<file path="src/rtl/uart_frame_ctrl.sv">
// Receive-side frame controller: sync / length / payload [/ checksum] framing into an external buffer.
// Define UART_FRAME_CHECKSUM_EN to require and verify a trailing XOR checksum byte.
module uart_frame_ctrl #(
    parameter logic [7:0] SYNC_BYTE      = 8'hA5,
    parameter int         MAX_LEN        = 16,
    parameter int         TIMEOUT_CYCLES = 2_000_000,
    localparam int        AW             = (MAX_LEN > 1) ? $clog2(MAX_LEN) : 1,
    localparam int        LW             = $clog2(MAX_LEN + 1)
) (
    input  logic          CLK,
    input  logic          RST,
    input  logic          rx_valid,
    input  logic [7:0]    rx_data,
    input  logic          frame_ack,
    output logic          buf_we,
    output logic [AW-1:0] buf_addr,
    output logic [7:0]    buf_wdata,
    output logic          frame_ready,
    output logic [LW-1:0] frame_len,
    output logic          frame_err,
    output logic [1:0]    err_code,
    output logic          dropped,
    output logic          busy,
    output logic [2:0]    dbg_state
);

    localparam int            TW        = $clog2(TIMEOUT_CYCLES + 1);
    localparam logic [TW-1:0] TMO_LIMIT = TW'(TIMEOUT_CYCLES);
    localparam logic [7:0]    MAX_LEN_B = 8'(MAX_LEN);

    typedef enum logic [2:0] {
        S_IDLE    = 3'd0,
        S_LEN     = 3'd1,
        S_PAYLOAD = 3'd2,
`ifdef UART_FRAME_CHECKSUM_EN
        S_CHK     = 3'd3,
`endif
        S_HOLD    = 3'd4
    } state_t;

    state_t        state_q;
    logic          rx_valid_q;
    logic          rx_edge;
    logic [LW-1:0] len_q;
    logic [AW-1:0] cnt_q;
    logic [AW-1:0] cnt_d;
    logic [TW-1:0] tmo_q;
    logic          in_frame;
    logic          last_byte;
    logic          len_bad;

    logic          buf_we_q;
    logic [AW-1:0] buf_addr_q;
    logic [7:0]    buf_wdata_q;
    logic          frame_ready_q;
    logic [LW-1:0] frame_len_q;
    logic          frame_err_q;
    logic [1:0]    err_code_q;
    logic          dropped_q;
    logic          busy_q;

`ifdef UART_FRAME_CHECKSUM_EN
    logic [7:0]    chk_q;
    logic [7:0]    chk_d;
    assign chk_d = chk_q ^ rx_data;
`endif

    // A held rx_valid level counts as a single byte.
    assign rx_edge   = rx_valid & ~rx_valid_q;
    assign cnt_d     = cnt_q + AW'(1);
    assign last_byte = (LW'(cnt_q) == (len_q - LW'(1)));
    assign len_bad   = (rx_data == 8'd0) || (rx_data > MAX_LEN_B);
    assign in_frame  = (state_q != S_IDLE) && (state_q != S_HOLD);

    always_ff @(posedge CLK) begin
        if (RST) begin
            state_q       <= S_IDLE;
            rx_valid_q    <= 1'b0;
            len_q         <= '0;
            cnt_q         <= '0;
            tmo_q         <= '0;
            buf_we_q      <= 1'b0;
            buf_addr_q    <= '0;
            buf_wdata_q   <= '0;
            frame_ready_q <= 1'b0;
            frame_len_q   <= '0;
            frame_err_q   <= 1'b0;
            err_code_q    <= 2'b00;
            dropped_q     <= 1'b0;
            busy_q        <= 1'b0;
`ifdef UART_FRAME_CHECKSUM_EN
            chk_q         <= '0;
`endif
        end else begin
            rx_valid_q  <= rx_valid;
            buf_we_q    <= 1'b0;
            frame_err_q <= 1'b0;
            dropped_q   <= 1'b0;

            // Inside a frame a byte edge always beats the timeout.
            if (in_frame && !rx_edge) begin
                if (tmo_q == TMO_LIMIT) begin
                    state_q     <= S_IDLE;
                    busy_q      <= 1'b0;
                    frame_err_q <= 1'b1;
                    err_code_q  <= 2'b11;
                    tmo_q       <= '0;
                end else begin
                    tmo_q <= tmo_q + TW'(1);
                end
            end else begin
                case (state_q)
                    S_IDLE: begin
                        if (rx_edge && (rx_data == SYNC_BYTE)) begin
                            state_q <= S_LEN;
                            busy_q  <= 1'b1;
                            tmo_q   <= '0;
                        end
                    end
                    S_LEN: begin
                        if (rx_edge) begin
                            tmo_q <= '0;
                            if (len_bad) begin
                                state_q     <= S_IDLE;
                                busy_q      <= 1'b0;
                                frame_err_q <= 1'b1;
                                err_code_q  <= 2'b01;
                            end else begin
                                state_q <= S_PAYLOAD;
                                len_q   <= LW'(rx_data);
                                cnt_q   <= '0;
`ifdef UART_FRAME_CHECKSUM_EN
                                chk_q   <= rx_data;
`endif
                            end
                        end
                    end
                    S_PAYLOAD: begin
                        if (rx_edge) begin
                            tmo_q       <= '0;
                            buf_we_q    <= 1'b1;
                            buf_addr_q  <= cnt_q;
                            buf_wdata_q <= rx_data;
                            cnt_q       <= cnt_d;
`ifdef UART_FRAME_CHECKSUM_EN
                            chk_q       <= chk_d;
                            if (last_byte) begin
                                state_q <= S_CHK;
                            end
`else
                            if (last_byte) begin
                                state_q       <= S_HOLD;
                                frame_ready_q <= 1'b1;
                                frame_len_q   <= len_q;
                            end
`endif
                        end
                    end
`ifdef UART_FRAME_CHECKSUM_EN
                    S_CHK: begin
                        if (rx_edge) begin
                            tmo_q <= '0;
                            if (rx_data == chk_q) begin
                                state_q       <= S_HOLD;
                                frame_ready_q <= 1'b1;
                                frame_len_q   <= len_q;
                            end else begin
                                state_q     <= S_IDLE;
                                busy_q      <= 1'b0;
                                frame_err_q <= 1'b1;
                                err_code_q  <= 2'b10;
                            end
                        end
                    end
`endif
                    S_HOLD: begin
                        if (rx_edge) begin
                            dropped_q <= 1'b1;
                        end
                        if (frame_ack) begin
                            state_q       <= S_IDLE;
                            busy_q        <= 1'b0;
                            frame_ready_q <= 1'b0;
                            frame_len_q   <= '0;
                        end
                    end
                    default: begin
                        state_q <= S_IDLE;
                        busy_q  <= 1'b0;
                    end
                endcase
            end
        end
    end

    assign buf_we      = buf_we_q;
    assign buf_addr    = buf_addr_q;
    assign buf_wdata   = buf_wdata_q;
    assign frame_ready = frame_ready_q;
    assign frame_len   = frame_len_q;
    assign frame_err   = frame_err_q;
    assign err_code    = err_code_q;
    assign dropped     = dropped_q;
    assign busy        = busy_q;
    assign dbg_state   = state_q;

endmodule

</file>
<file path="config.mk">
export PLATFORM = sky130hd
export DESIGN_NAME = uart_frame_ctrl
export DESIGN_NICKNAME = d
export VERILOG_FILES = /design/src/rtl/uart_frame_ctrl.sv
export SDC_FILE = /design/constraint.sdc
export NUM_CORES = 1
export LEC_CHECK = 0
export CAP_MARGIN = 0
export CORE_MARGIN = 3
export CORE_UTILIZATION = 54
export CTS_BUF_LIST = sky130_fd_sc_hd__clkbuf_16
export DETAILED_ROUTE_END_ITERATION = 10
export HOLD_SLACK_MARGIN = 0.02
export PLACE_DENSITY = 0.87
export SYNTH_ARGS = -nofsm -noshare
export SYNTH_HDL_FRONTEND = slang
export SYNTH_SLANG_ARGS = --single-unit
</file>
<file path="constraint.sdc">
create_clock -name CLK -period 2.4 [get_ports CLK]
set_input_delay 0.48 -clock CLK [delete_from_list [all_inputs] [get_ports CLK]]
set_output_delay 0.48 -clock CLK [all_outputs]
set_load 0.1 [all_outputs]
</file>
* Word-level counts from Yosys, hierarchy flattened
Cells that the tools add are included.
W data, S select, Z words.
** Storage, ports and cells
- Register bits :: 58
- Input bits :: 12
- Output and inout bits :: 27
- Logic and storage cells :: 113
** Operators by class
- Add/subtract/negate cells :: 3
- Order comparisons :: 1
- Equal/unequal tests :: 21
- Multiplexer cells :: 43
- Bitwise operators :: 6
- Reduce and logical (&&, ||, !) cells :: 25
** Operators with widths (count)
- $mux W21 :: 4
- $pmux W21 S2 :: 1
- $add A21 B1 Y21 const B :: 1
- $eq A21 B21 Y1 const B :: 1
- $mux W3 :: 7
- $ne A3 B3 Y1 const B :: 7
- $mux W5 :: 3
- $mux W1 :: 14
- $mux W2 :: 6
- $mux W4 :: 3
- $ne A2 B2 Y1 const B :: 6
- $pmux W3 S4 :: 1
- $reduce_and A6 Y1 :: 2
- $pmux W5 S2 :: 1
- $reduce_and A5 Y1 :: 2
- $reduce_bool A2 Y1 :: 5
- $eq A8 B8 Y1 const B :: 1
- $gt A8 B5 Y1 const B :: 1
- $logic_not A8 Y1 :: 1
- $pmux W4 S2 :: 1
- $reduce_and A4 Y1 :: 2
- $reduce_and A3 Y1 :: 2
- $reduce_bool A3 Y1 :: 2
- $reduce_or A3 Y1 :: 2
- 17 further kinds :: 23

* Depth between registers and ports, before layout
Gate-level depths: netlist (run 1).
- Depth in word-level cells :: 6
- Depth in mapped cells :: 8
- Mapped depth without buffers :: 7

* Worst setup path after synthesis (run 1)
No wires, ideal clock.
- Path type :: reg2reg
- Start :: register state_q[1], in the netlist dbg_state[1]
- End :: register tmo_q[13]
- Setup time :: 0.115 ns
- Arrival :: 2.243 ns
- Data required time :: 2.285 ns
- Slack :: 0.043 ns
- Cell stages (with the launch flop) :: 8
- Buffers on the path :: 2
- Period minus slack after synthesis :: 2.357 ns
- Path through :: dfxtp_1 buf_2 a21oi_1 nor2_1 clkbuf_1 nor4_1 xnor2_1 nor2_1
** Between the ends
- Word-level cells in the longest chain between the ends :: 5
- Elaborated cells on any way between the ends :: 14
- Classes of those cells :: 5 x eq/ne; 2 x mux; 7 x reduce/logical
** RTL lines
- start, declared :: RTL line 41 : state_t state_q;
- start signal, assigned :: RTL line 77 : state_q <= S_IDLE;
- start signal, assigned :: RTL line 103 : state_q <= S_IDLE;
- start signal, assigned :: RTL line 115 : state_q <= S_LEN;
- $ne A3 B3 Y1 or $reduce_bool A3 Y1 (tied branches) :: RTL line 73 : assign in_frame = (state_q != S_IDLE) && (state_q != S_HOLD);
- $logic_and A1 B1 Y1 :: RTL line 73
- $logic_and A1 B1 Y1 :: RTL line 101 : if (in_frame && !rx_edge) begin
- $ne A3 B1 Y1 (no line) (tied with other cells)
- $reduce_and A3 Y1 (no line)
- end signal, assigned :: RTL line 109 : tmo_q <= tmo_q + TW'(1);
- end, declared :: RTL line 47 : logic [TW-1:0] tmo_q;
Several ways; a longest one is shown, not always the timed one.
A chain may end at the register's enable or synchronous reset.

* Final worst setup path (run 1)
- Start :: input port rx_valid
- End :: register tmo_q[8]
** Between the ends
- Word-level cells in the longest chain between the ends :: 5
- Elaborated cells on any way between the ends :: 9
- Classes of those cells :: 2 x eq/ne; 1 x mux; 1 x bitwise; 5 x reduce/logical
** RTL lines
- start, declared :: RTL line 12 : input logic rx_valid,
- $and A1 B1 Y1 (*) :: RTL line 69 : assign rx_edge = rx_valid & ~rx_valid_q;
- $logic_not A1 Y1 :: RTL line 101
- $logic_and A1 B1 Y1 :: RTL line 101
- $ne A3 B1 Y1 (no line) (tied with other cells)
- $reduce_and A3 Y1 (no line)
Mark *: on every way between the ends. The rest lies on a longest branch, timed or not.

==> results of run 1 <==
## power by group
part / internal, µW / switching, µW / total [µW]
sequential: 965 / 0.542 / 966
clock: 896 / 440 / 1340
combinational: 38.5 / 37.5 / 76.0
## per-layer routing
layer	part of all wire (%)	up-vias
met5	0	-
met4	2.0	0
met3	8.3	24
met2	47	151
met1	43	1229
li1	-	1253
## Yosys cell counts, types with 4 or more instances
library cell  number
clkbuf_1          12
inv_1              6
a21oi_1           26
dfxtp_1           58
nor4_1            13
xnor2_1           21
nand2_1           53
nand3_1           11
nor4b_1            5
ha_1               4
mux2i_1            7
nand4_1            6
nand2b_1           9
nor3_1            10
nor2_1            34
## kinds of logic after synthesis
family / after synthesis / share of synthesized area [%]
mux: 8 / 2.89
simple gates: 162 / 29.4
xor+xnor: 23 / 7.17
flops: 58 / 41.3
fa+ha+maj: 4 / 1.78
buf+inv: 25 / 4.27
compound gates: 49 / 13.1
## layout by cell type, fill, tap and decap left out, types with 3 or more instances in the layout
cell type and n:
nor3_1 10, nand3_1 11, nor4_1 13, o21a_1 3
nand2_1 53, nand4_1 6, mux2i_1 7, a22oi_1 3
ha_1 4, inv_1 7, buf_4 47, nor2_1 34
dfxtp_1 58, and3_1 3, nand2b_1 9, nor4b_1 5
xnor2_1 21, clkdlybuf4s50_1 11, and4_1 3, clkbuf_16 9
a21oi_1 26
## worst paths after layout
path,end,cells after the start,slack [ns],from
worst max-delay path,tmo_q[8],7,0.16,rx_valid
worst min-delay path,buf_wdata[3],2,0.46,buf_wdata[3]
worst max register to register,tmo_q[8],6,0.22,dbg_state[0]
worst min register to register,buf_wdata[3],2,0.46,buf_wdata[3]
## through the flow
stage	power, µW	setup TNS (ns)
CTS	2390	0
detailed placement	1060	-0.455
floorplan	1010	0
global placement	1060	0
global route	2440	0
finish	2380	0
## state kept, by name, summed over array words and instances, names as in the netlist, 2 cells and up
signal / flops
buf_wdata: 8
tmo_q: 21
dbg_state: 3
len_q: 5
buf_addr: 4
frame_len: 5
err_code: 2
cnt_q: 4
## final cells by class
type / instances / area (µm²) / area share [%]
Timing Repair Buffer: 59 / 483 / 13.5
Clock buffer: 9 / 225 / 6.27
Inverter: 6 / 22.5 / 0.627
Sequential cell: 58 / 1160 / 32.3
Multi-Input combinational cell: 246 / 1530 / 42.6
Tap cell: 67 / 83.8 / 2.34
Clock inverter: 7 / 85.1 / 2.37
## critical path: cells and delay by family
family / cells / cell delay, ns
buffers and inverters: 2 / 0.66
and+or+nand+nor: 3 / 1.07
AOI/OAI and AO/OA: 2 / 0.27
==> qor.yml, run 1 <==
path_class: "input port to register"
post_cts_buffers: 0
cp.arrival_ns: 2.48
setup_violations: 0
clk_pin_slew_ns: 0.05
rsz0062_at_grt: "no"
dp_slack_ns: -0.0603
slowest_delay_ns: 0.63
via_per_inst: 5.88
p_per_area_nw_per_um2: 662
ys_ff_latch: 58
synth_flop_cell: "dfxtp_1"
dr.pass1.iters: 5
cts_tree: "yes"
met2_usage_pct: 40.8
avgSynthCellArea_um2: 8.54
area_growth_pct: 27.7
synth_top_area_cell: "dfxtp_1"
syn-num-nets: 345
syn_area_um2: 2810
drive_gt1_share_pct: 19.2
cp-start-kind: "input port"
die_area_um2: 6110
grtUsageMet1_pct: 30.3
grt_pass1_vias: 2570
drc: 0
cts_root_buf: "clkbuf_16"
max_freq_mhz: 446
clock-sinks: 58
period_needed_ns: 2.24
finalCritPeriodShare_pct: 93.4
critPathRequiredTime_ns: 2.64
fp-row-count: 25
routedWlPerCell_um: 15.9
ctsResizeCount: 0
final_cells: 452
htreeDepth: 3
antenna_found_initial: 0
fin_nets: 396
cts_buffers: 9
io_buffers: 38
antenna_cells: 0
synth_area_leaders: "dfxtp_1 (41%), nand2_1 (7.1%), xnor2_1 (6.5%)"
place.gp.congestion: 0.867
clockBufferDepth: 2
drv_cap: 0
globalRouteOverflowTotal: 0
cp_slowest_cell: "nor2_1"
dpl.hpwl_um: 4850
vias: 2657
dpl.cell_count: 436
cp_cell_sequence: "clkdlybuf4s50_1 -> nand2b_1 -> nor2_1 -> or2_1 -> o21bai_4 -> buf_12 -> a21oi_1"
core_um2: 4880
maxSlewViolCount: 0
fill_cells: 375
track_usage_pct: 25.1
placed_area_um2: 3280
cts_hold_buf: 0
setup_ws_ns: 0.158
start_util_pct: 57.6
synth_edf_count: 0
synth_cell_type_count: 50
post-route-util_pct: 73.6
synth.top_cell.area_share_pct: 41.3
ys_seq_area_share_pct: 41.3
async_flop_share_pct: 0
hold_class: "register to register"
num_io_pins: 39
drt_iter0_markers: 336
grt_max_degree: 29
finalClockSkew_ns: 0.00459
worst_slew_margin_rel_pct: 47.1
peakVddDrop_mv: 0.451
p_leak_uw: 0.00129
grt_first_pass_wirelength_um: 12200
die_w_um: 78.1
hold_slack_ns: 0.457
drt-total-wl_um: 7180
tightestPinTransition_ns: 0.790
design_area_um2: 3590
synthCells: 329
grt_util_met3_pct: 9.40
crit_path_end_kind: "register"
cp_max_fo: 18
hold_violations: 0
status: "finished, final reports clean"
ant_nets: 0
die_y_um: 78.1
clk_latency_ns: 0.32
grt.busiest_layer: "met2"
yosys_warnings: 0
Power figures use the tool's default switching activity.
==> run 2: changes to the inputs <==
--- a/config.mk
+++ b/config.mk
@@ -11,7 +11,7 @@
 export CTS_BUF_LIST = sky130_fd_sc_hd__clkbuf_16
 export DETAILED_ROUTE_END_ITERATION = 10
 export HOLD_SLACK_MARGIN = 0.02
-export PLACE_DENSITY = 0.87
+export PLACE_DENSITY = 0.91
 export SYNTH_ARGS = -nofsm -noshare
 export SYNTH_HDL_FRONTEND = slang
 export SYNTH_SLANG_ARGS = --single-unit
==> constraint.sdc (replaced) <==
create_clock -name CLK -period 2.4 [get_ports CLK]
set_input_delay 0.36 -clock CLK [delete_from_list [all_inputs] [get_ports CLK]]
set_output_delay 0.36 -clock CLK [all_outputs]
set_load 0.1 [all_outputs]
==> run 2 against run 1 <==
Net effect:
- fmax increased by 6.8%
- via count down 3.2%
- sequential power about the same
- hold slack lost 0.0045 ns
- power fell by 0.87%
- critical path depth is the same
- largest cell class unchanged
- largest power group unchanged
- highest routed layer unchanged
==> qor.yml, run 2 (synthesized netlist as in run 1, its figures left out) <==
critPathRequiredTime_ns: 2.61
die_area_um2: 6110
r2r-end: "dbg_state[2]"
dpl.hpwl_um: 4590
period_needed_ns: 2.10
ff2ff_setup_slack_ns: 0.40
rsz0062_at_grt: "no"
post-route-util_pct: 72.5
cp-start-kind: "input port"
setup_violations: 0
hold_depth: 2
cp_max_fo: 16
place.gp.congestion: 0.929
hold_class: "register to register"
crit_path_end_kind: "register"
fin_nets: 388
grt_pass1_vias: 2484
path_class: "input port to register"
startpoint: "rx_data[1]"
worst_slew_margin_rel_pct: 67.4
ctsResizeCount: 0
clock-sinks: 58
peakVddDrop_mv: 0.537
cts_buffers: 9
drc: 0
area_growth_pct: 26.0
drv_cap: 0
drt-total-wl_um: 6540
hold_slack_ns: 0.452
ant_nets: 0
post_cts_buffers: 0
cts_tree: "yes"
p_total_uw: 2360
largest-register: "tmo_q"
clk_pin_slew_ns: 0.05
num_io_pins: 39
fp-row-count: 25
vias: 2571
antenna_found_initial: 0
setup_ws_ns: 0.300
grt_max_degree: 19
die_w_um: 78.1
clk_latency_ns: 0.33
rr_worst_depth: 7
max_freq_mhz: 476
io_buffers: 38
worstHoldStart: "err_code[0]"
start_util_pct: 57.6
fin_tns_setup_ns: 0
track_usage_pct: 23.7
antenna_cells: 0
dr.pass1.iters: 5
die_y_um: 78.1
core_um2: 4880
p_per_area_nw_per_um2: 666
grt_first_pass_wirelength_um: 11600
final_common_cell: "dfxtp_1"
hold_end: "err_code[0]"
globalRouteOverflowTotal: 0
largest_reg_flops: 21
maxSlewViolCount: 0
tightestPinTransition_ns: 0.489
htreeDepth: 3
status: "finished, final reports clean"
routedWlPerCell_um: 14.8
r2r-start: "len_q[0]"
finalCritPeriodShare_pct: 87.5
cts_root_buf: "clkbuf_16"
clockBufferDepth: 2
drt_iter0_markers: 308
hold_violations: 0
dp_slack_ns: 0.0309
p_leak_uw: 0.00125
finalClockSkew_ns: 0.00595
drive_gt1_share_pct: 17.6
layout_common_cells: "dfxtp_1 (58), nand2_1 (53), buf_4 (38)"
fill_cells: 363
via_per_inst: 5.80
cts_hold_buf: 0
cp.arrival_ns: 2.31
[run 2: changes by cell type in the layout (fill, tap and decap cells not counted), sizes merged]
cell / previous run / this run
inv: 7 / 6
clkinv: 3 / 4
clkinvlp: 1 / 0
buf: 48 / 40
[run 2: final cells by class]
class | count | area (µm²) | area share [%]
well taps | 67 | 83.8 | 2.37
clock inverters | 6 | 82.6 | 2.33
multi-input cells | 246 | 1530 | 43.2
clock buffers | 9 | 225 | 6.36
flip-flops and latches | 58 | 1160 | 32.8
inverters | 6 | 22.5 | 0.636
repair buffers | 51 | 435 | 12.3
[run 2: power breakdown]
part	internal, µW	switching, µW	leakage [µW]
Combinational	33.5	35.4	0.000632
Sequential	966	0.562	0.000467
Clock	895	427	0.000153
Total	1890	463	0.00125
[run 2: worst max-delay path by stage]
stage / to / slack, ns / depth (start not counted)
finish: tmo_q[5] / 0.30 / 7
global route: tmo_q[11] / 0.21 / 7
CTS: tmo_q[5] / 0.30 / 7
detailed placement: tmo_q[16] / 0.03 / 6
global placement: tmo_q[16] / 0.11 / 6
floorplan: tmo_q[13] / 0.04 / 7
[run 2: routing by layer]
layer  wire length, µm  up-vias  share of wire, %  global-route usage (%)
li1                  -     1240                 -                       -
met3               483       12               7.4                    6.31
met5                 0        -                 0                       0
met1              2760     1211                42                    28.4
met2              3160      108                48                    39.8
met4               130        0               2.0                    10.3
[run 2: worst max-delay path, cell delays in order]
cell,delay (ns)
clkdlybuf4s50_1,0.51
nor4b_4,0.42
a311oi_4,0.15
buf_4,0.22
nor4_1,0.41
xnor2_1,0.19
nor2_1,0.06
[run 2: metrics by stage]
| stage | std cells | instance area, µm² |
|---|---|---|
| floorplan | 329 | 2810 |
| global placement | 428 | 3230 |
| detailed placement | 428 | 3230 |
| CTS | 443 | 3540 |
| global route | 443 | 3540 |
| finish | 443 | 3540 |
